[config.mk]
export PLATFORM = sky130hd
export DESIGN_NAME = cdb_arbiter
export DESIGN_NICKNAME = d
export VERILOG_FILES = /design/src/rtl/cdb_arbiter.sv
export SDC_FILE = /design/constraint.sdc
export NUM_CORES = 1
export LEC_CHECK = 0
export ABC_AREA = 1
export BUFFER_PORTS_ARGS = -buffer_cell sky130_fd_sc_hd__buf_2
export CORE_ASPECT_RATIO = 2
export CORE_UTILIZATION = 58
export CTS_BUF_LIST = sky130_fd_sc_hd__clkbuf_16
export DETAILED_ROUTE_END_ITERATION = 7
export GPL_TIMING_DRIVEN = 0
export PLACE_DENSITY_LB_ADDON = 0.12
export REMOVE_ABC_BUFFERS = 1
export SLEW_MARGIN = 20
export SYNTH_ARGS = -nofsm -noshare
export SYNTH_HDL_FRONTEND = slang
export SYNTH_SLANG_ARGS = --single-unit
[constraint.sdc]
create_clock -name clk -period 5.2 [get_ports clk]
set_clock_uncertainty 0.1 [all_clocks]
set_input_delay 1.04 -clock clk [delete_from_list [all_inputs] [get_ports clk]]
set_output_delay 1.04 -clock clk [all_outputs]
set_load 0.005 [all_outputs]
[src/rtl/cdb_arbiter.sv]
// Common-data-bus arbiter: one small result FIFO per functional unit, drained
// round-robin onto a single registered tag/value broadcast.
module cdb_arbiter #(
    parameter int FU_ARRAY   = 3,
    parameter int FU_SIZE    = 2,
    parameter int AR_SIZE    = 7,
    parameter int FIFO_DEPTH = 2
) (
    input  logic                        clk,
    input  logic                        rstn,
    input  logic [FU_ARRAY-1:0]         fu_valid_in,
    input  logic [FU_ARRAY*AR_SIZE-1:0] fu_tag_in,
    input  logic [FU_ARRAY*32-1:0]      fu_value_in,
    output logic [FU_ARRAY-1:0]         fu_ready_out,
    input  logic                        cdb_hold_in,
    input  logic                        flush_in,
    output logic                        cdb_valid_out,
    output logic [AR_SIZE-1:0]          reg_tag_out,
    output logic [31:0]                 reg_value_out,
    output logic [FU_SIZE-1:0]          cdb_fu_out
);
    localparam int PW = $clog2(FIFO_DEPTH);
    localparam int CW = PW + 1;

    logic [AR_SIZE-1:0] tag_mem_q [FU_ARRAY][FIFO_DEPTH];
    logic [31:0]        val_mem_q [FU_ARRAY][FIFO_DEPTH];
    logic [PW-1:0]      wptr_q    [FU_ARRAY];
    logic [PW-1:0]      rptr_q    [FU_ARRAY];
    logic [CW-1:0]      count_q   [FU_ARRAY];
    logic [CW-1:0]      count_d   [FU_ARRAY];
    logic [FU_SIZE-1:0] rr_q, rr_d;

    logic               valid_q;
    logic [AR_SIZE-1:0] tag_q;
    logic [31:0]        value_q;
    logic [FU_SIZE-1:0] fu_q;

    logic [FU_ARRAY-1:0] ready;
    logic [FU_ARRAY-1:0] nonempty;
    logic [FU_ARRAY-1:0] push;
    logic [FU_ARRAY-1:0] pop;
    logic                grant;
    logic [FU_SIZE-1:0]  gnt_idx;

    // Inputs are below 2*FU_ARRAY, so one conditional subtract is a full modulo.
    function automatic logic [FU_SIZE-1:0] wrap_idx(input int v);
        return (v >= FU_ARRAY) ? FU_SIZE'(v - FU_ARRAY) : FU_SIZE'(v);
    endfunction

    // Ready comes from registered occupancy only, never from this cycle's grant.
    always_comb begin
        for (int i = 0; i < FU_ARRAY; i++) begin
            ready[i]    = count_q[i] < CW'(FIFO_DEPTH);
            nonempty[i] = count_q[i] != '0;
            push[i]     = fu_valid_in[i] && ready[i] && !flush_in &&
                          (fu_tag_in[i*AR_SIZE +: AR_SIZE] != '0);
        end
    end

    // Scan from the farthest offset down so the closest non-empty FU wins.
    always_comb begin
        grant   = 1'b0;
        gnt_idx = '0;
        if (!cdb_hold_in && !flush_in) begin
            for (int k = FU_ARRAY - 1; k >= 0; k--) begin
                if (nonempty[wrap_idx(int'(rr_q) + k)]) begin
                    grant   = 1'b1;
                    gnt_idx = wrap_idx(int'(rr_q) + k);
                end
            end
        end
        rr_d = grant ? wrap_idx(int'(gnt_idx) + 1) : rr_q;
    end

    always_comb begin
        for (int i = 0; i < FU_ARRAY; i++) begin
            pop[i] = grant && (gnt_idx == FU_SIZE'(i));
            case ({push[i], pop[i]})
                2'b10:   count_d[i] = count_q[i] + CW'(1);
                2'b01:   count_d[i] = count_q[i] - CW'(1);
                default: count_d[i] = count_q[i];
            endcase
        end
    end

    always_ff @(posedge clk or negedge rstn) begin
        if (!rstn) begin
            for (int i = 0; i < FU_ARRAY; i++) begin
                count_q[i] <= '0;
                wptr_q[i]  <= '0;
                rptr_q[i]  <= '0;
            end
            rr_q    <= '0;
            valid_q <= 1'b0;
            tag_q   <= '0;
            value_q <= '0;
            fu_q    <= '0;
        end else if (flush_in) begin
            for (int i = 0; i < FU_ARRAY; i++) begin
                count_q[i] <= '0;
                wptr_q[i]  <= '0;
                rptr_q[i]  <= '0;
            end
            rr_q    <= '0;
            valid_q <= 1'b0;
        end else begin
            for (int i = 0; i < FU_ARRAY; i++) begin
                count_q[i] <= count_d[i];
                if (push[i]) wptr_q[i] <= wptr_q[i] + PW'(1);
                if (pop[i])  rptr_q[i] <= rptr_q[i] + PW'(1);
            end
            rr_q    <= rr_d;
            valid_q <= grant;
            if (grant) begin
                tag_q   <= tag_mem_q[gnt_idx][rptr_q[gnt_idx]];
                value_q <= val_mem_q[gnt_idx][rptr_q[gnt_idx]];
                fu_q    <= gnt_idx;
            end
        end
    end

    // Storage needs no reset: an entry is only read after it has been written.
    always_ff @(posedge clk) begin
        for (int i = 0; i < FU_ARRAY; i++) begin
            if (push[i]) begin
                tag_mem_q[i][wptr_q[i]] <= fu_tag_in[i*AR_SIZE +: AR_SIZE];
                val_mem_q[i][wptr_q[i]] <= fu_value_in[i*32 +: 32];
            end
        end
    end

    assign fu_ready_out  = ready;
    assign cdb_valid_out = valid_q;
    assign reg_tag_out   = tag_q;
    assign reg_value_out = value_q;
    assign cdb_fu_out    = fu_q;

endmodule

==> results.md <==
- Status: finished, final reports clean
- CTS root buf: clkbuf_16
- Worst path cell trace: buf_2 > nor2_1 > a21boi_4 > buf_16 > nand2_4 > buf_12 > nand2_1 > nand3_1 > nand2_4 > inv_2 > nand2_1 > nand3_1 > nand2_1
- P_leak: 6.04 nW
- Die X: 104 um
- Worst slew margin: 0.313
- Antenna Nets Post-Route: 0
- H-tree depth: 1
- Total GRT Usage: 0.282
- Gpl congestion: 0.733
- Yosys warning total: 0
- Number of filler cells placed in the layout: 1504
- Final setup viols: 0
- Max Slew Vio Count: 0
- Sequential share of the synthesized area: 0.701
- Synth cell types: 28
- Fin crit share: 0.896
- Clock Latency Late Sink: 0.52 ns
- Port-buffer cells: 168
- Hold buffers post-CTS: 0
- CTS max path bufs: 3
- Hold Fails Final Rpt: 0
- WL per Instance: 19.4 um
- Starting Density: 0.590
- CP max stage delay: 0.68 ns
- Worst setup EP type: flop
- Post-cts resize count: 0
- Post-CTS setup repair buffer count: 0
- GR Overflow Total: 0
- Total CTS buffers: 24
- DP Worst Slack: -0.469 ns
- FF+latch count, synth: 290
- RSZ-0062 raised after global routing: no
- Post-Synthesis Cells: 1083
- Share of flip-flops with an asynchronous set or reset: 0.193
- Global-route wire length before repair: 44.9 mm
- EDFF count, synth: 234
- Top cells by count, synth: 352 x nand2_1, 234 x edfxtp_1, 216 x nand3_1, 56 x dfrtp_1, 56 x or2_2
- CP Data Required Time: 5.56 ns
- Share of cells above drive strength 1: 0.234
- Clock Pin Slew Worst Setup and Hold Paths: 0.06 ns
- Min-Delay Path Class: in2async
- Worst-Margin Slew: 1.03 ns
- Mapped Avg Cell Area: 11.1 sq um
- WP data arrival: 5.02 ns
- FP Rows: 74
- Final total power: 7.33 mW
- Post-route design area: 14300 sq um
- Buf/Inv on CP: 4
- Worst setup SP type: input pin
- Number of remaining DRC errors: 0
- Layout area overhead: 18.8%
- Max rail drop VDD: 0.000559 V
- Crit path kind: in2reg
- Max-Cap Viols: 0
- Ports: 169
- Final worst slack: 0.542 ns
- CP max FO: 53
- Hpwl dp: 18.7 mm
- Slowest CP cell: a21boi_4
- Period minus WS final: 4.66 ns
- Sequential Area: 8430 sq um
- Fmax achieved: 215 MHz
- Routed wire length: 29.6 mm
- DR iter-0 viols: 499
- CORE AREA: 20400 sq um
- First-pass DRT Iterations: 5
- Area of the multi-input gates: 3310 sq um
- Die H: 206 um
- Vias/cell: 5.59
- Initial antenna violation count: 5
- TritonCTS clock tree: yes
- Most used flip-flop cell after synthesis: edfxtp_1
- Die area: 21300 sq um
- Synth top area cells: edfxtp_1 58%, dfrtp_1 12%, nand2_1 11%, nand3_1 9.0%, or2_2 2.9%
- Area leader, netlist: edfxtp_1
- Post-synth top area share: 0.584
- CTS sink cnt: 290
- Post-DP Area: 13600 sq um
- Netlist Area Pre-Place: 12000 sq um
- PD cells: 513 nW/um^2
- Crit-path leading delay family: simple AND/OR/NAND/NOR gates
- Fin Setup TNS: 0 ns
- Most used cell, CP: nand2_1
- Vias in the first global route: 8586
- DR vias: 8539
- Count leader, synth: nand2_1
- Pin count of the biggest net entering global routing: 132
- Nets: 1368
per-layer routing:
layer,GRT usage,vias to the layer above,wire length (um)
met4,0.141,2,1100
met2,0.524,328,16100
met3,0.0355,70,1700
met1,0.317,4138,10700
met5,0,-,8
li1,-,4001,-
report_power, final:
part,leakage [nW],internal [mW],switching (mW)
registers,2.83,2.87,0.143
logic,2.83,0.959,1.71
clock network,0.388,0.869,0.774
total,6.04,4.70,2.63
logic make-up after synthesis:
kind of cell             count (synthesis)  share of synthesized area
buffers and inverters                   87                     0.0307
flip-flops                             290                      0.701
AND/OR/NAND/NOR                        678                      0.252
XOR/XNOR                                 1                   0.000729
AO/OA/AOI/OAI                           23                     0.0111
adder cells (fa/ha/maj)                  4                    0.00416
cell type report:
| type | count | share of cell area |
|---|---|---|
| antenna | 4 | 0.000701 |
| clock buffer | 25 | 0.0438 |
| clock inverter | 19 | 0.00569 |
| inverter | 28 | 0.00744 |
| multi-input combinational | 706 | 0.232 |
| sequential | 290 | 0.590 |
| tap | 266 | 0.0233 |
| timing repair buffer | 190 | 0.0976 |
worst paths after layout:
| path | from | to | slack (ns) | depth (start not counted) |
|---|---|---|---|---|
| worst min register to register | cdb_fu_out[0] | cdb_fu_out[0] | 0.37 | 2 |
| worst max-delay path | cdb_hold_in | reg_value_out[11] | 0.54 | 13 |
| worst min-delay path | rstn | reg_value_out[12] | 0.36 | 1 |
| worst max register to register | rr_q[0] | reg_value_out[11] | 0.56 | 18 |
| max in group asynchronous | rstn | reg_value_out[15] | 4.08 | 2 |
| min in group clk | cdb_fu_out[0] | cdb_fu_out[0] | 0.37 | 2 |
registers in the layout (all words and copies together), names as in the netlist:
register,count
tag_mem_q,42
cdb_valid_out,1
rr_q,2
val_mem_q,192
cdb_fu_out,2
rptr_q,3
reg_value_out,32
wptr_q,3
reg_tag_out,7
count_q,6
layout by cell type, fill, tap and decap left out:
| master | n |
|---|---|
| inv_1 | 34 |
| o22ai_1 | 1 |
| nor3_1 | 2 |
| or2_1 | 9 |
| o21ai_4 | 1 |
| xnor2_1 | 1 |
| or2_2 | 56 |
| dfrtp_1 | 56 |
| o21ai_1 | 1 |
| nand2_4 | 3 |
| inv_6 | 1 |
| ha_1 | 4 |
| nor2_4 | 6 |
| or2_0 | 13 |
| nor4_1 | 3 |
| clkbuf_16 | 25 |
| nor2_2 | 2 |
| diode_2 | 4 |
| inv_2 | 3 |
| nand2_1 | 351 |
| buf_2 | 167 |
| o21ai_0 | 15 |
| buf_12 | 4 |
| clkinv_2 | 5 |
| nor2_1 | 16 |
| buf_16 | 16 |
| clkinv_1 | 4 |
| buf_4 | 1 |
| a21oi_1 | 4 |
| buf_8 | 2 |
| a21boi_4 | 1 |
| nand2_8 | 1 |
| edfxtp_1 | 234 |
| nand3_1 | 216 |
metrics by stage:
step | std cells | hold slack [ns] | util
floorplan | 1024 | 0.363 | -
global route | 1528 | 0.371 | 0.701
detailed placement | 1480 | 0.360 | 0.666
finish | 1528 | 0.359 | 0.701
global placement | 1458 | 0.353 | 0.635
CTS | 1524 | 0.354 | 0.701
Note: power is estimated with default switching activity, not from simulation.
